File: config.mk
export PLATFORM = sky130hd
export DESIGN_NAME = pipeif_fetch
export DESIGN_NICKNAME = d
export VERILOG_FILES = /design/src/rtl/pipeif_fetch.sv
export SDC_FILE = /design/constraint.sdc
export NUM_CORES = 1
export LEC_CHECK = 0
export CORE_MARGIN = 10
export CORE_UTILIZATION = 47
export CTS_CLUSTER_SIZE = 40
export DETAILED_ROUTE_END_ITERATION = 8
export GPL_TIMING_DRIVEN = 0
export PLACE_DENSITY = 0.81
export SLEW_MARGIN = 20
export SYNTH_ARGS = -nofsm -noshare
export SYNTH_HDL_FRONTEND = slang
export SYNTH_SLANG_ARGS = --single-unit
File: constraint.sdc
create_clock -name clk -period 3.9 [get_ports clk]
set_input_delay 0.585 -clock clk [delete_from_list [all_inputs] [get_ports clk]]
set_output_delay 0.585 -clock clk [all_outputs]
set_load 0.05 [all_outputs]
File: src/rtl/pipeif_fetch.sv
// Instruction-fetch stage: PC register, next-PC select, instruction-memory handshake and IF/ID register.
// A word fetched while decode stalls is parked in a hold buffer; a branch target whose delay slot is still in flight is parked in a redirect buffer.
module pipeif_fetch #(
   parameter logic [31:0] RESET_PC = 32'h0000_0000
) (
   input  logic        clk,
   input  logic        clrn,
   input  logic [31:0] bpc,
   input  logic [31:0] jpc,
   input  logic [31:0] ra,
   input  logic [1:0]  pcsource,
   input  logic        nostall,
   output logic        imem_req,
   output logic [31:0] imem_addr,
   input  logic        imem_rdy,
   input  logic [31:0] imem_rdata,
   output logic [31:0] pc,
   output logic [31:0] dpc4,
   output logic [31:0] inst,
   output logic        dvalid
);

   logic [31:0] r_pc;
   logic [31:0] r_dpc4;
   logic [31:0] r_inst;
   logic        r_dvalid;
   logic        r_hold_valid;
   logic [31:0] r_hold_inst;
   logic        r_redir_pending;
   logic [31:0] r_redir_pc;

   logic        w_fire;
   logic        w_have;
   logic [31:0] w_inst_in;
   logic [31:0] w_pc4;
   logic [31:0] w_sel;
   logic [31:0] w_npc;

   // A parked word blocks new requests, so at most one fetch is ever outstanding.
   assign imem_req  = clrn & ~r_hold_valid;
   assign imem_addr = r_pc;
   assign w_fire    = imem_req & imem_rdy;
   assign w_have    = w_fire | r_hold_valid;
   assign w_inst_in = r_hold_valid ? r_hold_inst : imem_rdata;
   assign w_pc4     = r_pc + 32'd4;

   always_comb begin
      w_sel = w_pc4;
      unique case (pcsource)
         2'b00: w_sel = w_pc4;
         2'b01: w_sel = bpc;
         2'b10: w_sel = ra;
         2'b11: w_sel = jpc;
      endcase
   end

   assign w_npc = r_redir_pending ? r_redir_pc : w_sel;

   always_ff @(posedge clk or negedge clrn) begin
      if (!clrn) begin
         r_pc            <= RESET_PC;
         r_dpc4          <= 32'd0;
         r_inst          <= 32'd0;
         r_dvalid        <= 1'b0;
         r_hold_valid    <= 1'b0;
         r_redir_pending <= 1'b0;
      end else if (nostall) begin
         r_dpc4       <= w_pc4;
         r_dvalid     <= w_have;
         r_inst       <= w_have ? w_inst_in : 32'd0;
         r_hold_valid <= 1'b0;
         // PC only moves when the instruction at pc (the delay slot) enters IF/ID.
         if (w_have) begin
            r_pc            <= w_npc;
            r_redir_pending <= 1'b0;
         end else if (pcsource != 2'b00 && !r_redir_pending) begin
            r_redir_pending <= 1'b1;
         end
      end else if (w_fire) begin
         r_hold_valid <= 1'b1;
      end
   end

   // Payload of the hold and redirect buffers; qualified by their valid flags, so no reset.
   always_ff @(posedge clk) begin
      if (!nostall && w_fire)
         r_hold_inst <= imem_rdata;
      if (nostall && !w_have && pcsource != 2'b00 && !r_redir_pending)
         r_redir_pc <= w_sel;
   end

   assign pc     = r_pc;
   assign dpc4   = r_dpc4;
   assign inst   = r_inst;
   assign dvalid = r_dvalid;

endmodule

==> summary.md <==
| Metric | Value |
|---|---|
| DRC | 0 |
| Pwr dens | about 580 nW/um^2 |
| Mapped Cells | between 600 and 700 |
| Slowest cell on crit path | clkbuf_1 |
| Synth area leader | dfrtp_1 |
| CTS tree | yes |
| Layout cell share with drive strength beyond 1 | 15.9% |
| Synth Flop Type | dfrtp_1 |
| Logic pwr share | approximately 39% |
| DR iter-0 viols | around 550 |
| Clk_lat worst skew | roughly 0.42 ns |
| CP Launch Type | primary input |
| H-tree lvl count | 4 |
| Port bufs | 262 |
| Outcome | finished, final reports clean |
| Mean number of vias per cell | 5.64 |
| Overall die height | about 150 um |
| Largest net degree at the start of global routing | 76 |
| Drt total wl | ~28 mm |
| CP Capture Type | flop |
| Max Buffers Root-to-Sink | 2 |
| Area contributors post-synth | dfrtp_1, edfxtp_1, mux2_2, mux2i_1, mux4_2 |
| WHS | 0.0296 ns |
| Synth-to-layout area growth | 45.2% |
| Mapped Nets | approximately 830 |
| Crit path kind | in -> reg |
| Setup Buffers After CTS | 0 |
| Crit path max fanout | 10 |
| Placer Congestion | about 0.86 |
| Final period util | just over 80% |
| Hold_buf cts | 0 |
| Maxcap violations | 0 |
| Root Buffer | clkbuf_16 |
| Fill count | about 1300 |
| Post-Syn Area | between 8000 and 9000 sq um |
| Clock Skew | 0.00939 ns |
| Internal | roughly 4.2 mW |
| Routed Antenna Nets | 0 |
| Yosys reg bits | 163 |
| Min cycle time layout | between 3 and 4 ns |
| Post-synth EDFFs | 64 |
| Final core utilization | between 70% and 80% |
| I/O Pins | 264 |
| Syn Area/Cell | 11.6 sq um |
| Synth async-reset ratio | roughly three fifths |
| Pins Over Slew Limit | 0 |
| Peak VDD IR | about 350 uV |
| Global Route Usage Sum | between 20% and 30% |
| Final WS setup | 0.692 ns |
| Sw frac | between 30% and 40% |
| Antenna violations before repair | 2 |
| Post-synth cell types | 49 |
| Clk slew on worst S/H paths | around 0.06 ns |
| Via count | 6851 |
| First-pass iteration count of the detailed router | 5 |
| Hold Path Class | in -> async |
| Worst stage delay on the critical path | just over 0.8 ns |
| Most frequent cells in the layout | clkdlybuf4s50_1, dfrtp_1, nor2_1, edfxtp_1, mux2_2 |
| Sequential power share | about a third |
| Post_cts resized | 0 |
| Final hold viol count | 0 |
| Leakage Power | between 4 and 5 nW |
| Final setup viols | 0 |
| Worst slew pin tran | 0.994 ns |
| CP Cell Sequence | clkdlybuf4s50_1 -> buf_1 -> clkbuf_1 -> mux2_2 -> a22oi_1 -> nand2_1 |
| Ys Warns | 0 |
| Vias in the first global route | slightly above 7000 |
| Max Clock Freq | 0.312 GHz |
| CORE AREA | approximately 17000 sq um |
| Nets | 1116 |
| Finished Layout Cells | ~1200 |
| CP Buf/Inv Count | 3 |
| Slew margin rel. | between 30% and 40% |
| Die area | roughly 23000 sq um |
| Pre-CTS WS | between 0.3 and 0.4 ns |
| RSZ-0062 raised after global routing | no |
| Die Span X | about 150 um |
| Clk sinks | approximately 160 |
| Clock share of power | roughly 28% |
| Setup_tns | 0 ns |
| First-pass GRT wire length | approximately 41 mm |
| Worst Path Required | 4.06 ns |
| Arrival time of the worst setup path | 3.37 ns |
| Routed len/inst | between 20 and 25 um |
| Initial Util | roughly half |
| NetSw | between 2 and 3 mW |
| Yosys top cell area share | between 30% and 40% |
| Post-synthesis sequential area ratio | 54.3% |
| Family with the most delay on the worst path | buffers and inverters |
| Row count | between 40 and 50 |
| Commonest non-fill, non-tap cell in the layout | clkdlybuf4s50_1 |
| Hpwl dp | between 20 and 25 mm |
| Total grt overflow | 0 |
| Dpl cells | around 1200 |
| Cts bufs inserted | 17 |
-- area by class of cell --
type | instances | area, sq um | area share (%)
Sequential cell | 163 | 4400 | 37.4
Multi-Input combinational cell | 452 | 3270 | 27.8
Timing Repair Buffer | 265 | 2710 | 23.0
Clock buffer | 18 | 429 | 3.65
Buffer | 77 | 425 | 3.62
Tap cell | 220 | 275 | 2.34
Clock inverter | 14 | 234 | 1.99
Inverter | 5 | 18.8 | 0.160
Antenna cell | 1 | 2.50 | 0.0213
-- cell usage after synthesis (2+ instances only) --
cell type / count
a21o_1: 9
a21oi_1: 23
a221oi_1: 2
a22oi_1: 11
a31oi_1: 3
and2_1: 2
and3_1: 6
and4_1: 2
buf_1: 6
buf_2: 4
buf_4: 35
clkbuf_1: 32
dfrtp_1: 99
edfxtp_1: 64
inv_1: 4
mux2_2: 60
mux2i_1: 46
mux4_2: 15
nand2_1: 58
nand2b_1: 3
nand3_1: 30
nand4_1: 8
nor2_1: 71
nor2b_1: 4
nor3_1: 7
o21ai_0: 37
o31ai_1: 2
or2_2: 3
or3_1: 4
or4_1: 2
xnor2_1: 12
xor2_1: 16
-- final timing paths --
check	slack (ns)	from	cells after the start	to
worst max-delay path	0.69	pcsource[0]	6	r_redir_pc[29]$_DFFE_PP_
worst min-delay path	0.03	clrn	1	dpc4[7]$_DFFE_PN0P_
worst max register to register	1.02	r_hold_valid$_DFFE_PN0P_	6	r_redir_pc[0]$_DFFE_PP_
worst min register to register	0.50	inst[21]$_DFFE_PN0P_	1	inst[21]$_DFFE_PN0P_
max in group asynchronous	3.17	clrn	2	dvalid$_DFFE_PN0P_
min in group clk	0.50	inst[21]$_DFFE_PN0P_	1	inst[21]$_DFFE_PN0P_
-- cells by family (layout without fill, tap and decap cells) --
logic type / count (synthesis) / count (layout) / share of synthesized area (%)
other: 0 / 1 / 0
AOI/OAI and AO/OA: 95 / 95 / 6.92
adders and majority gates: 1 / 1 / 0.154
and+or+nand+nor: 207 / 207 / 11.9
muxes: 121 / 121 / 18.2
buffers and inverters: 82 / 379 / 5.48
xor gates and xnor gates: 28 / 28 / 3.03
DFF: 163 / 163 / 54.3
-- power groups by stage --
stage | clock, mW | sequential [mW] | combinational [mW]
after CTS | 1.92 | 2.27 | 2.65
final | 1.90 | 2.28 | 2.64
after global placement | 0 | 2.29 | 2.60
after global routing | 1.99 | 2.31 | 2.76
after detailed placement | 0 | 2.30 | 2.64
after floorplan | 0 | 2.95 | 0.972
-- through the flow --
step                instance area, sq um  power (mW)
global placement                   11000        4.89
global route                       11800        7.05
detailed placement                 11100        4.95
finish                             11800        6.82
CTS                                11800        6.85
floorplan                           8100        3.92
-- metal layers --
layer	vias to the layer above	part of all wire, %	GRT usage, %
met5	-	0	0
met4	0	2.6	8.66
met3	51	9.9	7.76
met2	376	48	39.0
met1	3375	39	28.5
li1	3049	-	-
-- state kept, by name, indices dropped and copies added, names as in the netlist --
register / count
dvalid: 1
r_hold_inst: 32
inst: 32
dpc4: 32
r_hold_valid: 1
imem_addr: 32
r_redir_pc: 32
r_redir_pending: 1
Power figures use the tool's default switching activity.
